===== config.mk =====
export PLATFORM = sky130hd
export DESIGN_NAME = fc_outneuron_writer
export DESIGN_NICKNAME = d
export VERILOG_FILES = /design/src/rtl/fc_outneuron_writer_pkg.sv /design/src/rtl/fc_outneuron_writer_quantize_relu.sv /design/src/rtl/fc_outneuron_writer.sv
export SDC_FILE = /design/constraint.sdc
export NUM_CORES = 1
export LEC_CHECK = 0
export CAP_MARGIN = 20
export CORE_MARGIN = 2
export CORE_UTILIZATION = 39
export DETAILED_ROUTE_END_ITERATION = 16
export MAX_ROUTING_LAYER = met4
export PLACE_DENSITY = 0.8
export SLEW_MARGIN = 15
export SYNTH_ARGS = -nofsm -noshare
export SYNTH_HDL_FRONTEND = slang
export SYNTH_SLANG_ARGS = --single-unit

===== constraint.sdc =====
create_clock -name clock -period 1.9 [get_ports clock]
set_clock_uncertainty 0.15 [all_clocks]
set_input_delay 0.38 -clock clock [delete_from_list [all_inputs] [get_ports clock]]
set_output_delay 0.38 -clock clock [all_outputs]
set_load 0.005 [all_outputs]

===== src/rtl/fc_outneuron_writer_pkg.sv =====
// Shared FC output-layer parameters and the output writer FSM encoding.
package fc_outneuron_writer_pkg;

  localparam int FC_PO                      = 2;
  localparam int FC_OUTNEURON               = 4;
  localparam int FC_ACCUM_DATA_WIDTH        = 32;
  localparam int FC_DATA_WIDTH              = 16;
  localparam int FC_OUTNEURON_ADDR_WIDTH    = 8;
  localparam int FC_FRAC_SHIFT              = 8;
  localparam int FC_RELU_EN                 = 1;

  typedef enum logic [1:0] {
    ST_IDLE     = 2'd0,
    ST_WAIT_ACC = 2'd1,
    ST_DRAIN    = 2'd2,
    ST_FINISH   = 2'd3
  } fc_writer_state_e;

endpackage


===== src/rtl/fc_outneuron_writer_quantize_relu.sv =====
// Per-lane quantiser: arithmetic shift, optional ReLU, saturation to the stored neuron width.
module fc_quantize_relu #(
  parameter int ACC_W      = 32,
  parameter int DATA_W     = 16,
  parameter int FRAC_SHIFT = 8,
  parameter int RELU_EN    = 1
) (
  input  logic signed [ACC_W-1:0]  acc,
  output logic signed [DATA_W-1:0] q
);

  // Saturation bounds sign-extended to accumulator width; assumes ACC_W >= DATA_W.
  localparam logic signed [ACC_W-1:0] MAX_V = {{(ACC_W-DATA_W+1){1'b0}}, {(DATA_W-1){1'b1}}};
  localparam logic signed [ACC_W-1:0] MIN_V = {{(ACC_W-DATA_W+1){1'b1}}, {(DATA_W-1){1'b0}}};

  logic signed [ACC_W-1:0] shifted;

  assign shifted = acc >>> FRAC_SHIFT;

  // NOTE: q gets a default before any branch so this block can never infer a latch.
  always_comb begin
    q = shifted[DATA_W-1:0];
    if ((RELU_EN != 0) && (shifted < 0)) begin
      q = '0;
    end else if (shifted > MAX_V) begin
      q = MAX_V[DATA_W-1:0];
    end else if (shifted < MIN_V) begin
      q = MIN_V[DATA_W-1:0];
    end
  end

endmodule


===== src/rtl/fc_outneuron_writer.sv =====
// Captures PO accumulator lanes per group and writes them, one per cycle, as quantised neurons.
module fc_outneuron_writer
  import fc_outneuron_writer_pkg::*;
#(
  parameter int PO                      = FC_PO,
  parameter int OUTNEURON               = FC_OUTNEURON,
  parameter int ACCUM_DATA_WIDTH_FC     = FC_ACCUM_DATA_WIDTH,
  parameter int DATA_WIDTH_FC           = FC_DATA_WIDTH,
  parameter int FC_OUTNEURON_ADDR_WIDTH = fc_outneuron_writer_pkg::FC_OUTNEURON_ADDR_WIDTH,
  parameter int FRAC_SHIFT              = FC_FRAC_SHIFT,
  parameter int RELU_EN                 = FC_RELU_EN
) (
  input  logic                                  clock,
  input  logic                                  reset,
  input  logic                                  start,
  input  logic                                  accum_valid,
  input  logic [ACCUM_DATA_WIDTH_FC*PO-1:0]     accum_result_all,
  output logic [FC_OUTNEURON_ADDR_WIDTH-1:0]    out_neuron_address,
  output logic [DATA_WIDTH_FC-1:0]              out_neuron_data,
  output logic                                  out_neuron_wren,
  output logic                                  busy,
  output logic                                  overrun,
  output logic                                  done
);

  localparam int GROUPS = OUTNEURON / PO;
  localparam int GW     = (GROUPS > 1) ? $clog2(GROUPS) : 1;
  localparam int LW     = (PO > 1) ? $clog2(PO) : 1;
  localparam int AW     = FC_OUTNEURON_ADDR_WIDTH;

  fc_writer_state_e                          state;
  logic [GW-1:0]                             group;
  logic [LW-1:0]                             lane;
  logic [PO-1:0][ACCUM_DATA_WIDTH_FC-1:0]    cap_buf;
  logic signed [DATA_WIDTH_FC-1:0]           lane_q;

  fc_quantize_relu #(
    .ACC_W      (ACCUM_DATA_WIDTH_FC),
    .DATA_W     (DATA_WIDTH_FC),
    .FRAC_SHIFT (FRAC_SHIFT),
    .RELU_EN    (RELU_EN)
  ) u_quant (
    .acc (cap_buf[lane]),
    .q   (lane_q)
  );

  // NOTE: all state here uses non-blocking assignments so every register samples pre-edge values.
  always_ff @(posedge clock) begin
    if (reset) begin
      state              <= ST_IDLE;
      group              <= '0;
      lane               <= '0;
      // NOTE: the capture buffer is a small register bank, so it is cleared on reset like any flop.
      cap_buf            <= '0;
      out_neuron_address <= '0;
      out_neuron_data    <= '0;
      out_neuron_wren    <= 1'b0;
      busy               <= 1'b0;
      overrun            <= 1'b0;
      done               <= 1'b0;
    end else begin
      out_neuron_wren <= 1'b0;
      if (start) begin
        // Start also aborts a layer in progress; accum_valid in the same cycle is dropped.
        state <= ST_WAIT_ACC;
        group <= '0;
        lane  <= '0;
        busy  <= 1'b0;
        done  <= 1'b0;
      end else begin
        unique case (state)
          ST_IDLE: ;
          ST_WAIT_ACC: begin
            if (accum_valid) begin
              cap_buf <= accum_result_all;
              lane    <= '0;
              busy    <= 1'b1;
              state   <= ST_DRAIN;
            end
          end
          ST_DRAIN: begin
            if (accum_valid) overrun <= 1'b1;
            out_neuron_wren    <= 1'b1;
            out_neuron_address <= AW'(group) * AW'(PO) + AW'(lane);
            out_neuron_data    <= lane_q;
            if (lane == LW'(PO - 1)) begin
              lane <= '0;
              busy <= 1'b0;
              if (group == GW'(GROUPS - 1)) begin
                state <= ST_FINISH;
              end else begin
                group <= group + 1'b1;
                state <= ST_WAIT_ACC;
              end
            end else begin
              lane <= lane + 1'b1;
            end
          end
          ST_FINISH: begin
            done  <= 1'b1;
            state <= ST_IDLE;
          end
          default: state <= ST_IDLE;
        endcase
      end
    end
  end

endmodule


After elaboration in Yosys (flattened, before gate mapping)
Cells that the tools add are included.
Widths: inputs -> output; s select.
Storage, ports and cells
  register bits: 96
  bits of input ports: 68
  output and inout port bits: 28
  word-level logic and storage cells: 57
Cells by class
  add/subtract/negate cells: 3
  $lt $le $gt $ge: 4
  equality and inequality tests: 7
  multiplexer cells: 18
  bitwise logic cells: 1
  reductions and logical operators: 12
Operator list (number)
  $mux 32: 2
  $mux 16: 3
  $gt 24x16->1 const B: 1
  $lt 24x1->1 const B: 1
  $lt 24x16->1 const B: 1
  $reduce_and 3->1: 5
  $mux 1: 7
  $mux 2: 3
  $ne 3x3->1 const B: 2
  $pmux 2 s3: 1
  $reduce_and 2->1: 3
  $eq 2x2->1 const B: 2
  $ne 2x2->1 const B: 2
  $pmux 1 s2: 2
  $reduce_bool 4->1: 1
  $add 2x1->3: 1
  $reduce_bool 3->1: 1
  $add 1x1->1 const B: 2
  $eq 2x1->1 const B: 1
  $lt 1x2->1 const B: 1
  $reduce_bool 2->1: 1
  $reduce_or 2->1: 1
  $not 1->1: 1

Longest topological paths before layout
  depth in word-level cells: 6
  gate-level depth with buffers: 7
  depth with buffers taken out: 4

Modules after synthesis
From an unflattened synthesis, not the netlist that was laid out.
Unflattened totals
  cells, all modules: 471
  area total of the unflattened synthesis: 3812.4 µm²
Modules (own cells, without submodules)
  fc_outneuron_writer: times used 1, cells an instance 434, area each 3599.7 µm², seq. area each 1801.7 µm²
  fc_quantize_relu: times used 1, cells an instance 37, area each 212.7 µm², seq. area each 0.0 µm²

Worst setup path before layout
Ideal clock, no wire load.
  path type: input port to flip-flop
  from: input reset
  to: register out_neuron_data[12]
  library setup time: 0.060 ns
  arrival time: 1.669 ns
  data required time: 1.690 ns
  setup slack: 0.022 ns
  cell stages on the path: 7
  path buffers: 3
  cells stage by stage: buf_6 > or2_1 > buf_6 > a2111oi_4 > o21a_4 > buf_6 > a221o_1
RTL lines
  start, declared: RTL line fc_outneuron_writer.sv:14  | input logic reset,
  end signal, assigned: RTL line fc_outneuron_writer.sv:85  | out_neuron_data <= lane_q;
  end, declared: RTL line fc_outneuron_writer.sv:19  | output logic [DATA_WIDTH_FC-1:0] out_neuron_data,

Final worst setup path
  from: input start
  to: register out_neuron_data[2]
On the way
  cells in the longest elaborated chain, start to end: 2
RTL lines
  start, declared: RTL line fc_outneuron_writer.sv:15  | input logic start,
  $not 1->1 (no source line)
  $reduce_and 2->1 (no source line)
Every way passes these cells.
A chain may end at the register's enable or synchronous reset.

==> flow_metrics.env <==
export IMPL_outcome="finished, final reports clean"
export IMPL_syn_area_sq_um=2830
export IMPL_n_fill_cell=655
export IMPL_clk_pin_slew_ns=0.08
export IMPL_worst_slack_ns=0.07564
export IMPL_synthDistinctLibCells=26
export IMPL_finalCriticalPeriod_ns=1.824
export IMPL_dp_hpwl_um=4537
export IMPL_layout_drive_gt1_share_pct=13.12
export IMPL_yosysSeqAreaShare_pct=52.34
export IMPL_slowest_stage="clkdlybuf4s50_1"
export IMPL_cts_setup_buffers=0
export IMPL_cts_tree="yes"
export IMPL_hold_class="register to register"
export IMPL_finalHoldViolCount=0
export IMPL_ys_warn_count=0
export IMPL_critPathMaxStageDelay_ns=0.51
export IMPL_cp_required_ns=2.04
export IMPL_cts_root_buffer="clkbuf_8"
export IMPL_clk_insertion_delay_late_ns=0.35
export IMPL_die_y_um=89.19
export IMPL_layout_commonest_cell="nand2_1"
export IMPL_clkPwrFrac_pct=40.2
export IMPL_drt_first_pass_iters=4
export IMPL_slew_viol_final=0
export IMPL_die_w_um=89.19
export IMPL_vdd_drop_max_mv=0.3747
export IMPL_first_iter_violations=149
export IMPL_pwr_share_comb_pct=8.0
export IMPL_setup_viol=0
export IMPL_antenna_found_initial=0
export IMPL_seqCellArea_sq_um=1483
export IMPL_io_buffers=73
export IMPL_grt_pass1_wl_um=10550
export IMPL_grtUsageMet2_pct=29.09
export IMPL_initial_utilization_pct=39.66
export IMPL_grtUsageTotal_pct=17.75
export IMPL_path_class="input port to register"
export IMPL_grt_max_degree=50
export IMPL_grt_use_met1_pct=20.99
export IMPL_vias_per_cell=4.926
export IMPL_ant_nets=0
export IMPL_place_ws_ns=-0.4216
export IMPL_tightestPinTransition_ns=0.6206
export IMPL_p_sw_mw=0.7174
export IMPL_switching_share_pct=23.25
export IMPL_wirelength_um=6768
export IMPL_drcViolationCount=0
export IMPL_cellInternalPower_mw=2.368
export IMPL_gp_congestion=0.7966
export IMPL_cp_top_family="compound AO/OA/AOI/OAI gates"
export IMPL_numCtsBuffers=9
export IMPL_clock_fmax_mhz=548.1
export IMPL_grt_ovfl_total=0
export IMPL_synth_cells=325
export IMPL_route_vias_total=2478
export IMPL_max_cap_viol_count=0
export IMPL_n_antenna_cell=0
export IMPL_nets=467
export IMPL_boundaryPins=96
export IMPL_leakage_nw=1.388
export IMPL_start_kind="input port"
export IMPL_max_clock_path_buffers=2
export IMPL_rsz0062_at_grt="no"
export IMPL_slew_headroom_pct=58.58
export IMPL_syn_avg_cell_area_sq_um=8.708
export IMPL_top_usage_layer="met2"
export IMPL_seqPwrFrac_pct=51.7
export IMPL_endpoint_kind="register"
export IMPL_dp_cells=486
export IMPL_numClockSinks=74
export IMPL_die_area_sq_um=7954
export IMPL_core_area_sq_um=7137
export IMPL_cp_arrival_ns=1.97
export IMPL_cp_num_buf_inv=1
export IMPL_rows=31
export IMPL_grt_util_met3_pct=4.894
export IMPL_crit_chain="clkdlybuf4s50_1, or2_1, a2111oi_4, o21a_2, a221o_1"
export IMPL_grt_pass1_vias=2303
export IMPL_cts_htree_levels=3
export IMPL_cts_hold_buf=0
export IMPL_tns_ns=0
export IMPL_ys_ff_latch=74
export IMPL_cp_max_fo=7
export IMPL_fin_cells=503
export IMPL_wl_per_cell_um=13.46
export IMPL_syn_to_final_growth_pct=37.53
export IMPL_multi_input_area_sq_um=1216
export IMPL_mostFrequentLayoutCells="99 x nand2_1, 73 x dfxtp_1, 72 x clkdlybuf4s50_1, 55 x a21oi_1"
export IMPL_power_density_nw_per_um2=792.6
export IMPL_post_route_period_util_pct=96.02
-- layout make-up --
class,instances,area share [%]
clock buffer,10,3.536
multi-input combinational,225,31.24
tap,99,3.182
inverter,2,0.1929
clock inverter,6,1.671
sequential,74,38.09
timing repair buffer,87,22.08
-- flip-flops by register name, indices dropped and copies added (netlist names) --
| name | flops |
|---|---|
| cap_buf | 48 |
| out_neuron_data | 16 |
| out_neuron_address | 2 |
| state | 2 |
| busy | 1 |
| done | 1 |
| group | 1 |
| lane | 1 |
| out_neuron_wren | 1 |
| overrun | 1 |
-- worst min-delay path: cells and delay by family (launching register included) --
family,cells,cell delay [ns]
flip-flops,1,0.31
AND/OR/NAND/NOR,1,0.05
AO/OA/AOI/OAI,1,0.05
-- cell usage after synthesis (all sizes together) --
cell type	n	area, sq um
nor2	12	45.04
nand2b	1	6.260
a221o	15	150.1
buf	16	110.1
a21oi	55	275.3
a2111oi	1	27.53
and2	2	12.51
nand3b	1	7.510
nand2	99	371.6
o21ai	4	20.02
o21a	1	15.01
dfxtp	74	1481
a211oi	1	7.510
conb	1	3.750
nor3b	1	7.510
a22oi	2	15.01
or2	2	12.52
inv	2	7.510
nor3	4	20.02
clkbuf	14	52.55
mux2	15	168.9
nor4	2	12.51
-- logic make-up (layout without fill, tap and decap cells) --
family | Yosys count | after routing | share of synthesized area (%)
flip-flops | 74 | 74 | 52.34
AO/OA/AOI/OAI | 79 | 80 | 18.04
AND/OR/NAND/NOR | 124 | 124 | 17.51
buffers and inverters | 32 | 105 | 6.012
other | 1 | 6 | 0.1325
multiplexers | 15 | 15 | 5.968
-- per-stage QoR --
| step | instance area (sq um) | util, % | power, mW | hold slack (ns) |
|---|---|---|---|---|
| after floorplan | 2849 | - | 1.736 | 0.2808 |
| after global placement | 3674 | 51.47 | 1.870 | 0.2902 |
| after detailed placement | 3674 | 51.47 | 1.876 | 0.2928 |
| after CTS | 3879 | 54.35 | 3.099 | 0.3038 |
| after global routing | 3892 | 54.54 | 3.191 | 0.3225 |
| final | 3892 | 54.54 | 3.085 | 0.3026 |
-- per-layer routing --
metal	vias to the layer above	wire length [um]
met1	1148	2894
met3	13	388
met2	73	3383
li1	1244	-
met4	0	102
met5	-	0
-- power groups by stage --
stage,clock network (mW),registers [mW],logic [mW]
2_1_floorplan,0,1.63,0.109
5_1_grt,1.32,1.60,0.271
6_report,1.24,1.60,0.248
4_1_cts,1.26,1.60,0.247
3_5_place_dp,0,1.63,0.244
3_3_place_gp,0,1.63,0.239
-- final timing paths --
check | start | end | slack, ns | cells past startpoint
min reg2reg | cap_buf[49] | cap_buf[49] | 0.30 | 2
min | cap_buf[49] | cap_buf[49] | 0.30 | 2
max | start | out_neuron_data[2] | 0.08 | 5
max reg2reg | state[1] | out_neuron_data[2] | 0.21 | 4
-- repair_timing --
| action | in CTS | in global routing |
|---|---|---|
| endpoints found under the hold margin | 0 | 0 |
| pin swaps | 0 | 1 |
| cloned | 0 | 1 |
| resized for setup | 1 | 2 |
| endpoints found under the setup margin | 16 | 11 |
Note: power is estimated with default switching activity, not from simulation.
